## src/rtl/rv32i_types_pkg.sv

```systemverilog
// Shared types for the writeback stage: data word, register index,
// FIFO entry layout and the grant-source encoding.
package rv32i_types_pkg;

  typedef logic [31:0] word_t;
  typedef logic [4:0]  reg_idx_t;

  // Which producer owns the register-file write port this cycle.
  typedef enum logic [1:0] {
    WB_NONE = 2'd0,
    WB_LSU  = 2'd1,
    WB_AU   = 2'd2,
    WB_MDU  = 2'd3
  } wb_src_t;

  // One queued AU result.
  typedef struct packed {
    reg_idx_t rd;
    word_t    data;
  } wb_entry_t;

  // Round-robin memory between the AU side and the MDU.
  localparam logic LG_AU  = 1'b0;
  localparam logic LG_MDU = 1'b1;

  // A destination of x0 is never written, so such results are simply absorbed.
  function automatic logic is_x0(input reg_idx_t rd);
    return (rd == '0);
  endfunction

endpackage

```

## src/rtl/wb_result_fifo.sv

```systemverilog
// Small FIFO holding AU results that lost arbitration. The head entry is
// presented combinationally so it can be granted in the same cycle it is
// at the front. Push and pop may occur together, including when full.
module wb_result_fifo
  import rv32i_types_pkg::*;
#(
  parameter int unsigned DEPTH = 2
) (
  input  logic                     i_clk,
  input  logic                     i_rst,
  input  logic                     i_push,
  input  wb_entry_t                i_push_entry,
  input  logic                     i_pop,
  output wb_entry_t                o_head,
  output logic                     o_empty,
  output logic [$clog2(DEPTH):0]   o_count
);

  localparam int unsigned PW = $clog2(DEPTH);
  localparam int unsigned CW = PW + 1;
  localparam logic [CW-1:0] FULL_CNT = CW'(DEPTH);

  wb_entry_t         r_mem [DEPTH];
  logic [PW-1:0]     r_wptr;
  logic [PW-1:0]     r_rptr;
  logic [CW-1:0]     r_count;

  logic              w_full;
  logic              w_empty;
  logic              w_do_push;
  logic              w_do_pop;

  assign w_full    = (r_count == FULL_CNT);
  assign w_empty   = (r_count == '0);
  // A push into a full FIFO only lands when a pop frees the head slot.
  assign w_do_push = i_push && (!w_full || i_pop);
  assign w_do_pop  = i_pop && !w_empty;

  assign o_head  = r_mem[r_rptr];
  assign o_empty = w_empty;
  assign o_count = r_count;

  // Storage write; contents need no reset because pointers define validity.
  always_ff @(posedge i_clk) begin
    if (w_do_push) begin
      r_mem[r_wptr] <= i_push_entry;
    end
  end

  // Pointer and occupancy bookkeeping; pointers wrap naturally (DEPTH is 2^n).
  always_ff @(posedge i_clk) begin
    if (i_rst) begin
      r_wptr  <= '0;
      r_rptr  <= '0;
      r_count <= '0;
    end else begin
      if (w_do_push) begin
        r_wptr <= r_wptr + 1'b1;
      end
      if (w_do_pop) begin
        r_rptr <= r_rptr + 1'b1;
      end
      if (w_do_push && !w_do_pop) begin
        r_count <= r_count + 1'b1;
      end else if (w_do_pop && !w_do_push) begin
        r_count <= r_count - 1'b1;
      end
    end
  end

endmodule

```

## src/rtl/writeback_arbiter.sv

```systemverilog
// Register-file writeback arbiter. Merges the non-stallable AU result
// stream with LSU and MDU valid/ready streams onto one registered write
// port. LSU has fixed top priority; AU side and MDU alternate on ties.
module writeback_arbiter
  import rv32i_types_pkg::*;
#(
  parameter int unsigned AU_DEPTH = 2
) (
  input  logic        CLK,
  input  logic        RST,
  input  logic        au_valid,
  input  logic [31:0] au_wdata,
  input  logic [4:0]  au_rd,
  output logic        au_full,
  output logic        au_overflow,
  input  logic        lsu_valid,
  input  logic [31:0] lsu_wdata,
  input  logic [4:0]  lsu_rd,
  output logic        lsu_ready,
  input  logic        mdu_valid,
  input  logic [31:0] mdu_wdata,
  input  logic [4:0]  mdu_rd,
  output logic        mdu_ready,
  output logic        rf_wen,
  output logic [4:0]  rf_rd,
  output logic [31:0] rf_wdata
);

  localparam int unsigned CW = $clog2(AU_DEPTH) + 1;
  localparam logic [CW-1:0] FULL_CNT = CW'(AU_DEPTH);

  // Output and state registers
  logic              r_rf_wen;
  reg_idx_t          r_rf_rd;
  word_t             r_rf_wdata;
  logic              r_overflow;
  logic              r_last_grant;

  // FIFO interface
  wb_entry_t         w_push_entry;
  wb_entry_t         w_head;
  logic              w_fifo_empty;
  logic [CW-1:0]     w_fifo_count;
  logic              w_fifo_full;
  logic              w_push;
  logic              w_pop;

  // Arbitration
  logic              w_au_live;
  logic              w_bypass;
  logic              w_au_req;
  logic              w_lsu_req;
  logic              w_mdu_req;
  wb_src_t           w_grant;
  reg_idx_t          w_sel_rd;
  word_t             w_sel_data;

  assign w_fifo_full = (w_fifo_count == FULL_CNT);

  // An AU result with a real destination; x0 results are silently absorbed.
  assign w_au_live = au_valid && !is_x0(au_rd);
  // Bypass only when nothing is queued, so FIFO order is never overtaken.
  assign w_bypass  = w_fifo_empty && w_au_live;
  assign w_au_req  = !w_fifo_empty || w_bypass;
  assign w_lsu_req = lsu_valid && !is_x0(lsu_rd);
  assign w_mdu_req = mdu_valid && !is_x0(mdu_rd);

  // Grant selection: LSU first, then round-robin between AU side and MDU.
  always_comb begin
    w_grant = WB_NONE;
    if (w_lsu_req) begin
      w_grant = WB_LSU;
    end else if (w_au_req && w_mdu_req) begin
      w_grant = (r_last_grant == LG_AU) ? WB_MDU : WB_AU;
    end else if (w_au_req) begin
      w_grant = WB_AU;
    end else if (w_mdu_req) begin
      w_grant = WB_MDU;
    end
  end

  // Handshake acceptance: granted, or an x0 destination that is dropped.
  assign lsu_ready = lsu_valid && (is_x0(lsu_rd) || (w_grant == WB_LSU));
  assign mdu_ready = mdu_valid && (is_x0(mdu_rd) || (w_grant == WB_MDU));

  // Queue the AU result unless it goes straight to the write port.
  assign w_push       = w_au_live && !((w_grant == WB_AU) && w_bypass);
  assign w_pop        = (w_grant == WB_AU) && !w_fifo_empty;
  assign w_push_entry = '{rd: au_rd, data: au_wdata};

  // Data selection for the write port according to the grant.
  always_comb begin
    w_sel_rd   = '0;
    w_sel_data = '0;
    unique case (w_grant)
      WB_LSU: begin
        w_sel_rd   = lsu_rd;
        w_sel_data = lsu_wdata;
      end
      WB_AU: begin
        w_sel_rd   = w_bypass ? au_rd    : w_head.rd;
        w_sel_data = w_bypass ? au_wdata : w_head.data;
      end
      WB_MDU: begin
        w_sel_rd   = mdu_rd;
        w_sel_data = mdu_wdata;
      end
      default: begin
        w_sel_rd   = '0;
        w_sel_data = '0;
      end
    endcase
  end

  wb_result_fifo #(
    .DEPTH (AU_DEPTH)
  ) u_fifo (
    .i_clk        (CLK),
    .i_rst        (RST),
    .i_push       (w_push),
    .i_push_entry (w_push_entry),
    .i_pop        (w_pop),
    .o_head       (w_head),
    .o_empty      (w_fifo_empty),
    .o_count      (w_fifo_count)
  );

  // Registered write port; a grant in cycle t becomes one write pulse in t+1.
  always_ff @(posedge CLK) begin
    if (RST) begin
      r_rf_wen   <= 1'b0;
      r_rf_rd    <= '0;
      r_rf_wdata <= '0;
    end else begin
      r_rf_wen <= (w_grant != WB_NONE);
      if (w_grant != WB_NONE) begin
        r_rf_rd    <= w_sel_rd;
        r_rf_wdata <= w_sel_data;
      end
    end
  end

  // Round-robin memory; LSU grants leave it untouched. Resets to MDU so
  // the AU side wins the first tie.
  always_ff @(posedge CLK) begin
    if (RST) begin
      r_last_grant <= LG_MDU;
    end else if (w_grant == WB_AU) begin
      r_last_grant <= LG_AU;
    end else if (w_grant == WB_MDU) begin
      r_last_grant <= LG_MDU;
    end
  end

  // Sticky overflow: an AU result arrived with the FIFO full and no pop.
  always_ff @(posedge CLK) begin
    if (RST) begin
      r_overflow <= 1'b0;
    end else if (w_push && w_fifo_full && !w_pop) begin
      r_overflow <= 1'b1;
    end
  end

  assign au_full     = w_fifo_full;
  assign au_overflow = r_overflow;
  assign rf_wen      = r_rf_wen;
  assign rf_rd       = r_rf_rd;
  assign rf_wdata    = r_rf_wdata;

endmodule

```

## config.mk

```make
export PLATFORM = sky130hd
export DESIGN_NAME = writeback_arbiter
export DESIGN_NICKNAME = d
export VERILOG_FILES = /design/src/rtl/rv32i_types_pkg.sv /design/src/rtl/wb_result_fifo.sv /design/src/rtl/writeback_arbiter.sv
export SDC_FILE = /design/constraint.sdc
export NUM_CORES = 1
export LEC_CHECK = 0
export ABC_AREA = 1
export BUFFER_PORTS_ARGS = -buffer_cell sky130_fd_sc_hd__buf_2
export CAP_MARGIN = 20
export CELL_PAD_IN_SITES_DETAIL_PLACEMENT = 1
export CELL_PAD_IN_SITES_GLOBAL_PLACEMENT = 2
export CORE_ASPECT_RATIO = 0.7
export CORE_UTILIZATION = 30
export CTS_BUF_LIST = sky130_fd_sc_hd__clkbuf_8 sky130_fd_sc_hd__clkbuf_16
export CTS_CLUSTER_DIAMETER = 100
export DETAILED_ROUTE_END_ITERATION = 6
export PLACE_DENSITY_LB_ADDON = 0.15
export RECOVER_POWER = 50
export REMOVE_ABC_BUFFERS = 1
export SETUP_SLACK_MARGIN = 0.2
export SLEW_MARGIN = 20
export SYNTH_ARGS = -nofsm -noshare
export SYNTH_HDL_FRONTEND = slang
export SYNTH_SLANG_ARGS = --single-unit
```

## constraint.sdc

```tcl
create_clock -name CLK -period 3.9 [get_ports CLK]
set_clock_uncertainty 0.15 [all_clocks]
set_input_delay 0.39 -clock CLK [delete_from_list [all_inputs] [get_ports CLK]]
set_output_delay 0.39 -clock CLK [all_outputs]
set_load 0.005 [all_outputs]
```

==> results by group, run 1 <==
Synthesis
  • Most area-consuming cells after synthesis: edfxtp_1, dfxtp_1, nand2_1
  • Synth Instances: 589
  • Distinct cell type count after synthesis: 33
  • Post-synthesis cell area: 0.00557 mm2
  • YS warnings: 0
  • Share of the synthesized area in the top cell type: 39.9%
  • Post-Syn Area per Cell: 9.46 um2
  • Post-synth top area cell: edfxtp_1
  • Sequential fraction of the synthesis area: 56.1%
  • Synthesized flop and latch total: 119

Drt
  • DRT Wirelength: 16200 um
  • Total iterations of the first detailed-routing run: 4
  • Post-route ant nets: 0
  • Initial DRC count: 163
  • Vias per cell: 4.70
  • Drt wl/cell: 16.4 um
  • Post-route DRC: 0
  • Via count: 4632

Floorplan
  • Starting Density: 30.8%
  • Die height: 116 um
  • Core Area: 0.0181 mm2
  • Die ar.: 0.0191 mm2
  • Row cnt: 41
  • Width of the chip: 165 um
  • IO Pins: 158

CTS
  • CTS tree: done
  • Resize count post-CTS: 0
  • Reg clk slew, reported paths: 0.05 ns
  • H-Tree Depth: 4
  • CTS max path bufs: 2
  • Clock network latency to the later pin of the worst-skew pair: 0.41 ns
  • Clock Sinks: 119
  • Post-CTS setup buffers: 0
  • Hold_buf cts: 0
  • CTS Buf Count: 17
  • Root Buffer: clkbuf_16

STA
  • FMAX: 0.319 GHz
  • Endpoints failing setup: 0
  • Hold Violations, Final: 0
  • Final period util: 80.5%
  • Max Slew Vio Count: 0
  • Slew HR: 34.0%
  • Actual slew at the worst max-slew pin: 0.988 ns
  • TNS Setup: 0 ns
  • Tmin final: 3.14 ns
  • Final hold slack: 0.0713 ns
  • RSZ-0062 raised after global routing: false
  • Post-route setup slack: 0.762 ns

Global routing
  • Initial antenna violation count: 1
  • Number of global-route vias before repair: 4940
  • GRT Total Usage: 17.9%
  • Global-route wire length before repair: 25800 um
  • Largest net degree at the start of global routing: 40
  • Total grt overflow: 0

Placed design
  • Gpl congestion: 0.756
  • Post-detail-place hpwl: 10600 um
  • Placed Area: 0.00652 mm2
  • Setup WS pre-CTS: 1.11 ns
  • Port Buffers: 157

Setup path
  • Critical Path Slowest Stage Cell: nor2_4
  • Worst r2r src: u_fifo.o_count[1]
  • Crit start category: register
  • Worst Setup SP: u_fifo.o_count[1]
  • Arr. time, crit path: 2.60 ns
  • Crit end category: primary output
  • R2R Setup Slk: 1.11 ns
  • Cells on worst reg2reg path: 8
  • Setup CP Type: reg2out
  • Worst path required time: 3.36 ns
  • CP Capture Point: mdu_ready
  • CP max FO: 37
  • Worst r2r dst: u_fifo.r_mem[0][26]
  • Worst path cell trace: nor2_4, nand2_1, nand2_1, nand2_2, nor2_8, inv_2, a21boi_0, buf_2
  • CP peak stage delay: 0.54 ns
  • Crit-path most repeated cell: nand2_1

Cells and area
  • Area Growth Syn to Fin: 25.6%
  • Share of post-route cells with drive strength above 1: 24.7%
  • Final Net Count: 853
  • Fill count: 2128
  • Final Instance Area: 0.00699 mm2

Power
  • Pwr dens: 623 mW/mm2
  • Maximum vdd drop: 341 uV
  • Lkg Pwr: 0.00306 uW

Job
  • Max-cap violations: 0

Hold path
  • Hold Crit Class: in2reg

Run status
  • Status: finished clean
## per-layer routing
layer,up-vias,track usage [%],part of all wire [%]
li1,2273,-,-
met5,-,0,0
met4,0,5.14,0.99
met1,2231,24.0,49
met2,113,28.4,44
met3,15,4.94,5.5
## cells in the mapped netlist (all sizes together)
cell / number
a21boi: 1
a21oi: 3
a22o: 32
a31oi: 3
and2: 1
buf: 25
clkbuf: 10
dfxtp: 45
edfxtp: 74
ha: 1
inv: 23
mux2: 37
nand2: 198
nand3: 42
nand4: 4
nor2: 79
o211ai: 1
o21a: 1
o21ai: 8
xor2: 1
## worst max-delay path, delay by kind of cell, from the launching register on
family	cells	cell delay [ns]
simple gates	5	1.41
flops	1	0.33
buf+inv	2	0.27
compound gates	1	0.17
## how the worst min path moves through the flow
stage,from,endpoint,slack (ns),cells after the start
6_report,au_wdata[19],u_fifo.r_mem[1][19],0.07,1
5_1_grt,au_wdata[2],u_fifo.r_mem[0][2],0.06,1
4_1_cts,au_wdata[2],u_fifo.r_mem[0][2],0.02,1
3_5_place_dp,au_overflow,au_overflow,0.32,1
3_3_place_gp,au_overflow,au_overflow,0.30,1
2_1_floorplan,RST,rf_rd[0],0.31,1
## cell usage in the layout, fill, tap and decap left out, types with 3 or more instances in the layout
master       n
buf_2       94
inv_1       21
nand2_1    194
nor2_1      75
buf_4        6
nand4_1      3
dfxtp_1     44
a31oi_1      3
a22o_1      32
edfxtp_1    74
nand3_1     40
o21ai_1      3
mux2_2      37
clkbuf_8     7
nor2_4       3
clkbuf_1    62
inv_2        7
a21oi_1      3
clkbuf_16   17
o21ai_0      5
## flip-flops by register name, indices dropped and copies added (netlist names), named ones only
signal / cells
au_overflow: 1
r_last_grant: 1
rf_rd: 5
rf_wdata: 32
rf_wen: 1
u_fifo.o_count: 2
u_fifo.r_mem: 74
u_fifo.r_rptr: 1
u_fifo.r_wptr: 1
## cell families after synthesis
kind of cell	Yosys count	synth area share [%]
AND/OR/NAND/NOR	324	24.1
flip-flops	119	56.1
XOR/XNOR	1	0.157
AO/OA/AOI/OAI	49	6.85
buffers and inverters	58	5.08
adder cells (fa/ha/maj)	1	0.225
multiplexers	37	7.48
## per-stage QoR
step | std cells | power (uW) | utilization (%)
floorplan | 554 | 2500 | -
global placement | 953 | 2950 | 36.0
detailed placement | 953 | 2980 | 36.0
CTS | 985 | 4460 | 39.1
global route | 985 | 4660 | 38.6
finish | 986 | 4360 | 38.6
## where the power goes
part	switching [uW]	internal, uW
logic	723	469
registers	136	1590
clock network	522	913
total	1380	2980
## cell type report
type	count	area, um2	area share [%]
multi-input cells	412	2180	31.1
clock inverters	8	32.5	0.465
flip-flops and latches	119	3120	44.7
repair buffers	163	753	10.8
clock buffers	24	522	7.46
well taps	236	295	4.22
inverters	23	88.8	1.27
diodes	1	2.50	0.0358
Note: power is estimated with default switching activity, not from simulation.
==> run 2, diff against run 1 <==
Clock period 3.9 ns to 3.15 ns, I/O delays scaled along.
==> run 2 against run 1 <==
Design area increased by 6.1%. Sequential cell count is the same. First-iteration DRC count decreased by 1.8%. Cell count is 3.9% higher. Hold slack got worse by 0.040 ns. Critical endpoint unchanged. Largest power group unchanged.
==> results by group, run 2 (same netlist as run 1, synthesis figures left out) <==
Setup path
  • Worst Setup SP: au_rd[2]
  • Cells on worst reg2reg path: 9
  • Critical Path Slowest Stage Cell: dlygate4sd3_1
  • CP Capture Point: mdu_ready
  • Worst path cell trace: dlygate4sd3_1, clkbuf_1, nor2_1, nand3_2, nand2_1, nand2_2, nand2_1, nand2_2, nor2_8, inv_2, a21boi_0, buf_2
  • Setup CP Type: in2out
  • Arr. time, crit path: 2.35 ns
  • CP Depth: 12
  • R2R Setup Slk: 0.53 ns
  • CP peak stage delay: 0.53 ns
  • Worst r2r src: u_fifo.o_count[1]
  • Worst path required time: 2.68 ns
  • Delay-heaviest family, CP: simple AND/OR/NAND/NOR gates
  • CP max FO: 19
  • Bufs and invs on worst path: 4
  • Crit start category: input port
  • Worst r2r dst: rf_wdata[26]
  • Crit end category: primary output

STA
  • Max Slew Vio Count: 0
  • FMAX: 0.355 GHz
  • Slew HR: 34.5%
  • Hold Violations, Final: 0
  • Actual slew at the worst max-slew pin: 0.983 ns
  • Final period util: 89.5%
  • RSZ-0062 raised after global routing: false
  • Tmin final: 2.82 ns
  • Endpoints failing setup: 0

Cells and area
  • Most flop-heavy register: u_fifo.r_mem
  • Most frequent cells in the layout: nand2_1, buf_2, nor2_1
  • Ant diodes: 0
  • Final std cells w/o fill: 1024
  • Most common cell after layout, fill and taps aside: nand2_1
  • Final Util: 41.0%
  • Share of post-route cells with drive strength above 1: 23.9%
  • Area Growth Syn to Fin: 33.3%
  • Final Net Count: 892
  • Largest register FFs: 74

CTS
  • H-Tree Depth: 4
  • Clock Sinks: 119
  • CTS Buf Count: 17
  • Resize count post-CTS: 0
  • CTS tree: done
  • Clock network latency to the later pin of the worst-skew pair: 0.43 ns
  • Root Buffer: clkbuf_16
  • Reg clk slew, reported paths: 0.06 ns
  • CTS max path bufs: 2

Drt
  • Post-route DRC: 0
  • Total iterations of the first detailed-routing run: 4
  • Initial DRC count: 160
  • Via count: 4747
  • Vias per cell: 4.64
  • Drt wl/cell: 16.4 um
  • DRT Wirelength: 16800 um
  • Post-route ant nets: 0

Global routing
  • Global-route wire length before repair: 26300 um
  • Largest net degree at the start of global routing: 39
  • Initial antenna violation count: 0
  • Total grt overflow: 0
  • GRT Total Usage: 18.5%
  • Number of global-route vias before repair: 5003

Placed design
  • Port Buffers: 157
  • Gpl congestion: 0.712
  • Post-detail-place hpwl: 10900 um
  • DP Cell Count: 955

Floorplan
  • Die height: 116 um
  • Die ar.: 0.0191 mm2
  • Row cnt: 41
  • Core Area: 0.0181 mm2
  • Width of the chip: 165 um
  • IO Pins: 158
  • Starting Density: 30.8%

Run status
  • Status: finished clean

Hold path
  • Hold Crit Class: in2reg

Power
  • Pwr dens: 754 mW/mm2
  • Maximum vdd drop: 321 uV
  • Lkg Pwr: 0.00323 uW

Job
  • Max-cap violations: 0
## run 2: cell type report
| cell class | count | area [um2] |
|---|---|---|
| clock buffer | 17 | 425 |
| sequential | 119 | 3120 |
| tap | 236 | 295 |
| fill | 2133 | 10700 |
| inverter | 23 | 88.8 |
| timing repair buffer | 202 | 1180 |
| multi-input combinational | 412 | 2170 |
| clock inverter | 15 | 145 |
## run 2: how the worst min path moves through the flow
| stage | startpoint | end | slack (ns) | depth (start not counted) |
|---|---|---|---|---|
| finish | mdu_rd[0] | rf_rd[0] | 0.03 | 3 |
| global route | mdu_rd[4] | rf_rd[4] | 0.04 | 3 |
| CTS | mdu_rd[0] | rf_rd[0] | 0.008 | 3 |
| detailed placement | au_overflow | au_overflow | 0.31 | 1 |
| global placement | au_overflow | au_overflow | 0.29 | 1 |
| floorplan | RST | rf_rd[0] | 0.23 | 1 |
## run 2: worst reg2reg max path: cells and delay by family, from the launching register on
kind          cells  cell delay (ns)
simple gates      8             1.59
flops             1             0.33
buf+inv           1             0.43
## run 2: report_power, final
group	total, uW	internal [uW]	switching (uW)
clock	1930	1220	712
sequential	2140	1970	170
combinational	1530	630	901
## run 2: metal layers
metal | vias up | track usage [%] | part of all wire, %
met3 | 19 | 4.94 | 4.2
li1 | 2356 | - | -
met1 | 2269 | 23.5 | 48
met5 | - | 0 | 0
met2 | 103 | 30.5 | 46
met4 | 0 | 6.79 | 1.4
## run 2: through the flow
step | area, um2 | TNS (ns) | hold WS, ns | setup slack, ns | power [uW]
2_1_floorplan | 5380 | -26.20 | 0.234 | -0.708 | 3090
3_3_place_gp | 6570 | 0 | 0.293 | 0.557 | 3670
3_5_place_dp | 6570 | 0 | 0.305 | 0.543 | 3710
4_1_cts | 7510 | 0 | 0.00836 | 0.369 | 5710
5_1_grt | 7420 | 0 | 0.0428 | 0.173 | 5950
6_report | 7420 | 0 | 0.0311 | 0.330 | 5600
## run 2: repair_timing
action / CTS / global route
hold buffers: 37 / 0
hold endpoints to repair: 74 / 0
buffers inserted: 0 / 0
